<file path="src/rtl/fu_result_buffer_pkg.sv">
// Shared types and constants for the FU result buffer: the CDB entry struct,
// its reset value, machine sizes and modular ROB distance.
package fu_result_buffer_pkg;

   localparam int NUM_ROB = 32;
   localparam int NUM_PR  = 64;
   localparam int ROB_W   = $clog2(NUM_ROB);
   localparam int PR_W    = $clog2(NUM_PR);

   localparam logic [PR_W-1:0] ZERO_PR  = {PR_W{1'b0}};
   localparam logic [4:0]      ZERO_REG = 5'd0;

   typedef struct packed {
      logic             done;
      logic [PR_W-1:0]  T_idx;
      logic [ROB_W-1:0] ROB_idx;
      logic [4:0]       dest_idx;
      logic [63:0]      result;
   } FU_RESULT_t;

   localparam FU_RESULT_t FU_RESULT_RESET = '{1'b0, ZERO_PR, {ROB_W{1'b0}}, ZERO_REG, 64'd0};

   // (a - b) mod NUM_ROB; also correct when NUM_ROB is not a power of two
   function automatic logic [ROB_W-1:0] rob_dist(input logic [ROB_W-1:0] a,
                                                 input logic [ROB_W-1:0] b);
      logic [ROB_W:0] d;
      d = {1'b0, a} - {1'b0, b};
      if (d[ROB_W]) begin
         d = d + (ROB_W+1)'(NUM_ROB);
      end else begin
         d = d;
      end
      return d[ROB_W-1:0];
   endfunction

endpackage

</file>
<file path="src/rtl/fu_result_buffer_rob_squash_chk.sv">
// Combinational squash test: an entry is squashed when it lies within
// diff_rob slots after the rollback point, using wrapping ROB distance.
module rob_squash_chk
   import fu_result_buffer_pkg::*;
(
   input  logic             rollback_en,
   input  logic [ROB_W-1:0] rob_idx,
   input  logic [ROB_W-1:0] rollback_idx,
   input  logic [ROB_W-1:0] diff_rob,
   output logic             sq
);

   assign sq = rollback_en && (rob_dist(rob_idx, rollback_idx) <= diff_rob);

endmodule

</file>
<file path="src/rtl/fu_result_buffer.sv">
// FU-side CDB transmitter: FIFO of completed results with rollback squash.
// Optional same-cycle bypass of an empty queue under FU_RESULT_BYPASS_EN.
module fu_result_buffer
   import fu_result_buffer_pkg::*;
#(
   parameter  int DEPTH = 2,
   localparam int CNT_W = $clog2(DEPTH+1)
) (
   input  logic             clock,
   input  logic             reset,
   input  logic             en,
   input  logic             fu_valid,
   input  logic [PR_W-1:0]  fu_T_idx,
   input  logic [ROB_W-1:0] fu_ROB_idx,
   input  logic [4:0]       fu_dest_idx,
   input  logic [63:0]      fu_result,
   input  logic             rollback_en,
   input  logic [ROB_W-1:0] ROB_rollback_idx,
   input  logic [ROB_W-1:0] diff_ROB,
   input  logic             CDB_valid,
   output FU_RESULT_t       FU_out,
   output logic             fu_ready,
   output logic [CNT_W-1:0] count
);

   FU_RESULT_t       entry_r    [DEPTH];
   logic [DEPTH-1:0] valid_r;
   logic [CNT_W-1:0] count_r;

   FU_RESULT_t       entry_nx_s [DEPTH];
   logic [DEPTH-1:0] valid_nx_s;
   logic [CNT_W-1:0] count_nx_s;
   logic [DEPTH-1:0] sq_s;
   logic             sq_in_s;
   logic             head_done_s;
   logic             byp_s;
   logic             pop_s;
   logic             push_s;
   FU_RESULT_t       in_s;

   for (genvar g = 0; g < DEPTH; g++) begin : g_sq
      rob_squash_chk u_sq (
         .rollback_en  (rollback_en),
         .rob_idx      (entry_r[g].ROB_idx),
         .rollback_idx (ROB_rollback_idx),
         .diff_rob     (diff_ROB),
         .sq           (sq_s[g])
      );
   end

   rob_squash_chk u_sq_in (
      .rollback_en  (rollback_en),
      .rob_idx      (fu_ROB_idx),
      .rollback_idx (ROB_rollback_idx),
      .diff_rob     (diff_ROB),
      .sq           (sq_in_s)
   );

   assign in_s        = '{1'b1, fu_T_idx, fu_ROB_idx, fu_dest_idx, fu_result};
   assign head_done_s = valid_r[0] && !sq_s[0];
   assign fu_ready    = (count_r < CNT_W'(DEPTH));
   assign count       = count_r;

`ifdef FU_RESULT_BYPASS_EN
   assign byp_s = !valid_r[0] && fu_valid && !sq_in_s;
`else
   assign byp_s = 1'b0;
`endif

   // Present the head (or the bypassed input); a squashed head never shows done
   always_comb begin
      FU_out = entry_r[0];
      if (byp_s) begin
         FU_out = in_s;
      end else begin
         FU_out.done = head_done_s;
      end
   end

   // A bypassed result that the CDB takes this edge is never enqueued
   assign pop_s  = en && FU_out.done && CDB_valid;
   assign push_s = en && fu_valid && fu_ready && !sq_in_s && !(byp_s && CDB_valid);

   // Drop popped/squashed entries, compact survivors in order, append push
   always_comb begin
      logic [CNT_W-1:0] idx;
      entry_nx_s = entry_r;
      valid_nx_s = {DEPTH{1'b0}};
      idx        = {CNT_W{1'b0}};
      for (int i = 0; i < DEPTH; i++) begin
         if (valid_r[i] && !sq_s[i] && !((i == 0) && pop_s)) begin
            for (int j = 0; j < DEPTH; j++) begin
               if (CNT_W'(j) == idx) begin
                  entry_nx_s[j] = entry_r[i];
                  valid_nx_s[j] = 1'b1;
               end else begin
                  valid_nx_s[j] = valid_nx_s[j];
               end
            end
            idx = idx + CNT_W'(1);
         end else begin
            idx = idx;
         end
      end
      if (push_s) begin
         for (int j = 0; j < DEPTH; j++) begin
            if (CNT_W'(j) == idx) begin
               entry_nx_s[j] = in_s;
               valid_nx_s[j] = 1'b1;
            end else begin
               valid_nx_s[j] = valid_nx_s[j];
            end
         end
         idx = idx + CNT_W'(1);
      end else begin
         idx = idx;
      end
      count_nx_s = idx;
   end

   // Queue state: reset wins over everything, en freezes all updates
   always_ff @(posedge clock) begin
      if (reset) begin
         for (int i = 0; i < DEPTH; i++) begin
            entry_r[i] <= FU_RESULT_RESET;
         end
         valid_r <= {DEPTH{1'b0}};
         count_r <= {CNT_W{1'b0}};
      end else if (en) begin
         entry_r <= entry_nx_s;
         valid_r <= valid_nx_s;
         count_r <= count_nx_s;
      end
   end

endmodule

</file>
<file path="config.mk">
export PLATFORM = sky130hd
export DESIGN_NAME = fu_result_buffer
export DESIGN_NICKNAME = d
export VERILOG_FILES = /design/src/rtl/fu_result_buffer_pkg.sv /design/src/rtl/fu_result_buffer_rob_squash_chk.sv /design/src/rtl/fu_result_buffer.sv
export SDC_FILE = /design/constraint.sdc
export NUM_CORES = 1
export LEC_CHECK = 0
export CORE_UTILIZATION = 54
export DETAILED_ROUTE_END_ITERATION = 10
export PLACE_DENSITY = 0.92
export SYNTH_ARGS = -nofsm -noshare
export SYNTH_HDL_FRONTEND = slang
export SYNTH_SLANG_ARGS = --single-unit
</file>
<file path="constraint.sdc">
create_clock -name clock -period 12.5 [get_ports clock]
set_clock_uncertainty 0.2 [all_clocks]
set_input_delay 2.5 -clock clock [delete_from_list [all_inputs] [get_ports clock]]
set_output_delay 2.5 -clock clock [all_outputs]
set_load 0.005 [all_outputs]
</file>
# ---- After elaboration in Yosys (flattened, before gate mapping)
# Cells that the tools add are included.
# Widths: inputs -> output; s select.
dict set report op_classes {
  addsub 8
  magnitude_cmp 4
  n_eq_ne 2
  muxes 17
  reduce_logical 17
}
# op count
set ops {}
lappend ops {{$mux 162} 2}
lappend ops {{$mux 81} 3}
lappend ops {{$sub 5x5->6} 3}
lappend ops {{$add 5x1->5 const B} 3}
lappend ops {{$le 5x5->1} 3}
lappend ops {{$mux 5} 3}
lappend ops {{$logic_and 1x1->1} 11}
lappend ops {{$mux 2} 4}
lappend ops {{$mux 1} 5}
lappend ops {{$logic_not 1->1} 4}
lappend ops {{$logic_not 2->1} 2}
lappend ops {{$add 1x1->2 const B} 1}
lappend ops {{$add 2x1->2 const B} 1}
lappend ops {{$eq 1x2->1 const A} 1}
lappend ops {{$lt 2x2->1 const B} 1}
lappend ops {{$eq 1x1->1 const A} 1}
dict set report word_totals {
  regBits 166
  input_bits 96
  output_inout_bits 84
  wordCells 60
}

# ---- Logic depth before layout (Yosys ltp)
dict set report depth {
  depth_word 17
  mapped_depth 19
  mapped_depth_nobuf 17
}

# ---- Modules after synthesis
# A second synthesis with hierarchy kept.
dict set report hier_totals {
  hier_cells 935
  hier_area_um2 7663.6
}
# module n_inst cells_each area_per_inst_um2 seq_area_each_um2
set by_module_without_submodules {}
lappend by_module_without_submodules {fu_result_buffer 1 821 6807.8 3263.1}
lappend by_module_without_submodules {rob_squash_chk 3 38 285.3 0.0}

# ---- Least setup slack after synthesis
# Ideal clock, no wire load.
dict set report synth_path {
  path_kind {input-to-output}
  start {input ROB_rollback_idx[0]}
  end {output FU_out[80] (netlist name)}
  arrival_ns 4.284
  required_time_ns 9.800
  path_slack_ns 5.516
  cell_stages 12
  n_path_buf 1
  cell_sequence {ha_1 -> fa_1 -> inv_1 -> a21o_1 -> a21oi_1 -> xnor2_1 -> ha_1 -> nand4_1 -> nor2_1 -> nor3_1 -> nor2_1 -> buf_4}
}
dict set report synth_between {
  elab_chain_cells 7
}
# element line
set synth_lines {}
lappend synth_lines {{from (decl)} fu_result_buffer.sv:18} ;# input logic [ROB_W-1:0] ROB_rollback_idx,
lappend synth_lines {{$sub 5x5->6 (*)} fu_result_buffer_pkg.sv:27} ;# d = {1'b0, a} - {1'b0, b};
lappend synth_lines {{$add 5x1->5} fu_result_buffer_pkg.sv:29} ;# d = d + (ROB_W+1)'(NUM_ROB);
lappend synth_lines {{$mux 5 (*)} fu_result_buffer_pkg.sv:28} ;# if (d[ROB_W]) begin
lappend synth_lines {{$le 5x5->1 (*)} fu_result_buffer_rob_squash_chk.sv:13} ;# assign sq = rollback_en && (rob_dist(rob_idx, rollback_idx) <= diff_rob);
lappend synth_lines {{$logic_and 1x1->1 (*)} fu_result_buffer_rob_squash_chk.sv:13}
lappend synth_lines {{$logic_not 1->1 (*)} fu_result_buffer.sv:60} ;# assign head_done_s = valid_r[0] && !sq_s[0];
lappend synth_lines {{$logic_and 1x1->1 (*)} fu_result_buffer.sv:60}
lappend synth_lines {{to (decl)} fu_result_buffer.sv:21} ;# output FU_RESULT_t FU_out,
# Every way passes the cells marked *; elsewhere a longest branch is shown, timed or not.

==> metrics.md <==
| Metric | Value |
|---|---|
| Die height | 121 um |
| Largest net degree at the start of global routing | 87 |
| Core Area | 0.0138 mm^2 |
| Reg2reg start | FU_out[69]$_SDFFE_PP0P_ |
| Synthesized netlist cell count | 838 |
| Main synth FF type | dfxtp_1 |
| Via count | 6,157 |
| Crit end category | output port |
| Post-Route Setup TNS | 0 ps |
| Routed wire length | 17,600 um |
| Setup crit start | ROB_rollback_idx[0] |
| Vias per cell | 5.65 |
| Non-filler cells, final | 1,090 |
| Unrepaired setup endpoints after global routing | no |
| Compound-gate portion of the synthesized area | 26.7% |
| Clock transition at path regs | 60 ps |
| Fin. Hold Viols | 0 |
| Fmax | 123 MHz |
| Status | finished clean |
| EDFF count, synth | 0 |
| WL met2 | 8790 um |
| Fin crit period | 8120 ps |
| Filler instances | 1,054 |
| Met3 routed WL | 977 um |
| Routability cong. | 0.853 |
| DP HPWL | 10,800 um |
| Post-Synth Adder-Cell Area | 5.72% |
| Synth top area share | 42.9% |
| Most frequent cells after synthesis | 171 x nand2_1, 163 x dfxtp_1, 160 x a22o_1, 89 x a21oi_1, 83 x buf_4 |
| I/O pins | 180 |
| Cell variety after synth | 37 |
| CP startpoint kind | input port |
| Die X-Extent | 121 um |
| Rows | 43 |
| CTS root buf | clkbuf_16 |
| Worst-Margin Slew | 1150 ps |
| VDD IR max | 118 uV |
| Largest family of logic cells by synthesized area | compound AO/OA/AOI/OAI gates |
| Layout area overhead | 22.9% |
| Crit-path max cell delay | 500 ps |
| WS Path Type | input port to output port |
| Tcrit/Tclk final | 65.0% |
| Post-CTS Resized | 0 |
| Post-DRT Antenna Nets | 0 |
| Initial antenna violation count | 0 |
| Die area | 0.0146 mm^2 |
| Sequential area share after synthesis | 42.9% |
| Final setup viols | 0 |
| # Post-CTS Setup Buffers | 0 |
| Critical Path Slowest Stage Cell | clkdlybuf4s50_1 |
| Async SR Flop Fraction | 0% |
| WP data required | 9800 ps |
| Simple-gate area share of the yosys netlist | 9.79% |
| Tot GR Track Use | 24.6% |
| # clock sinks | 163 |
| #FFs+latches synth | 163 |
| Max-slew violations | 0 |
| # diodes | 0 |
| Syn_nets | 967 |
| Buffers on Ports | 179 |
| Synth Area in XOR/XNOR | 1.50% |
| 1st-iter DRT viols | 422 |
| DP Cell Count | 1,058 |
| Worst Path Arrival | 5420 ps |
| Routed length on met1 | 7590 um |
| Hold buffer count at cts | 0 |
| GRT overflow | 0 |
| Yosys warnings | 0 |
| Post-synthesis mux area share | 0% |
| CTS max path bufs | 2 |
| Hold_ws | 253 ps |
| Initial core utilization | 55.0% |
| Crit path cell chain | clkdlybuf4s50_1 > ha_1 > fa_1 > inv_1 > a21o_1 > a21oi_1 > xnor2_1 > ha_1 > nand4_1 > nor2_1 > nor3_1 > nor2_1 > clkdlybuf4s50_1 |
| CTS tree | done |
| Vias in the first global route | 5,866 |
| Hold path start | entry_r[62]$_SDFFE_PP0P_ |
| Final #Nets | 1,026 |
| First-pass GRT wire length | 28,500 um |
| Worst Hold Class | flip-flop to flip-flop |
| Power per cell area | 139 mW/mm^2 |
| Post-Syn Area per Cell | 9.08 um^2 |
| Post-synth design cell area | 0.00761 mm^2 |
| Wirelength per Cell | 16.2 um |
| DRC | 0 |
| P_leak | 3.58 nW |
| Max-cap viol count | 0 |
| Share of layout cells above drive strength 1 | 5.16% |
| Relative slew slack | 23.0% |
| Max FO, Critical Path | 3 |
| Clk Latency, worst-skew pair | 420 ps |
| CTS Buf Count | 17 |
| Count leader, synth | nand2_1 |
| Pre-Repair DR Iteration Count | 5 |
| Top post-synthesis cells by area | dfxtp_1 43%, a22o_1 18%, nand2_1 8.4% |
| Yosys top cell by area | dfxtp_1 |
| Highest Signal Layer | met4 |
| CTS H-Tree Depth | 4 |
-- flip-flops by register name, summed over array words and instances, names as in the netlist --
signal and cells:
count 1, FU_out 80, entry_r 80, valid_r 2
-- path summary, 6_finish.rpt --
path	endpoint	slack [ps]	cells past startpoint
hold / removal	entry_r[62]$_SDFFE_PP0P_	250	2
setup / recovery	FU_out[80]	4380	13
setup reg to reg	FU_out[16]$_SDFFE_PP0P_	7400	15
hold reg to reg	entry_r[62]$_SDFFE_PP0P_	250	2
-- per-stage QoR --
stage,setup slack [ps],util (%),power (W),cell area (um^2)
global route,4170,67.6,0.00135,9350
global placement,4540,63.4,0.000792,8770
CTS,4390,67.6,0.00130,9350
floorplan,5520,-,0.000723,7610
finish,4380,67.6,0.00130,9350
detailed placement,4420,63.4,0.000799,8770
-- critical path, delay by kind of cell --
family | cells | cell delay, ps
AO/OA/AOI/OAI | 2 | 200
XOR/XNOR | 1 | 160
adder cells (fa/ha/maj) | 3 | 980
buffers and inverters | 3 | 1040
AND/OR/NAND/NOR | 4 | 550
-- report_power, final --
part / leakage (nW) / total [W] / switching (W) / internal, W
Combinational: 1.99 / 0.000228 / 0.000111 / 0.000117
Clock: 0.273 / 0.000507 / 0.000207 / 0.000300
Sequential: 1.32 / 0.000562 / 0.0000158 / 0.000546
-- routing by layer --
layer / up-vias / global-route usage, %
met5: - / 0
met2: 220 / 42.7
met4: 0 / 9.41
met1: 2934 / 30.1
met3: 20 / 4.81
li1: 2983 / -
-- cells in the final DEF (no fill, tap or decap), drive strengths merged, types with 2 or more instances in the layout --
| master | Yosys | final |
|---|---|---|
| a211oi | 3 | 3 |
| a21o | 7 | 7 |
| a21oi | 89 | 89 |
| a22o | 160 | 160 |
| and3 | 2 | 2 |
| buf | 95 | 7 |
| bufinv | 0 | 2 |
| clkbuf | 50 | 20 |
| clkdlybuf4s50 | 0 | 178 |
| clkinv | 0 | 4 |
| clkinvlp | 0 | 4 |
| dfxtp | 163 | 163 |
| fa | 3 | 3 |
| ha | 30 | 30 |
| inv | 24 | 26 |
| nand2 | 171 | 171 |
| nand4 | 2 | 2 |
| nor2 | 7 | 7 |
| nor2b | 2 | 2 |
| o21ai | 2 | 2 |
| or2 | 2 | 2 |
| xnor2 | 11 | 11 |
| xor2 | 2 | 2 |
-- final cells by class --
class	instances	area (um^2)	share of cell area (%)
inverters	24	90.1	0.964
clock inverters	12	131	1.41
well taps	180	225	2.41
multi-input cells	506	3360	35.9
clock buffers	20	447	4.78
flip-flops and latches	163	3260	34.9
repair buffers	185	1830	19.6
-- logic make-up after synthesis --
family                   count (synthesis)
AND/OR/NAND/NOR                        190
AO/OA/AOI/OAI                          270
adder cells (fa/ha/maj)                 33
flip-flops                             163
buffers and inverters                  169
XOR/XNOR                                13
(Power assumes the default switching activity.)
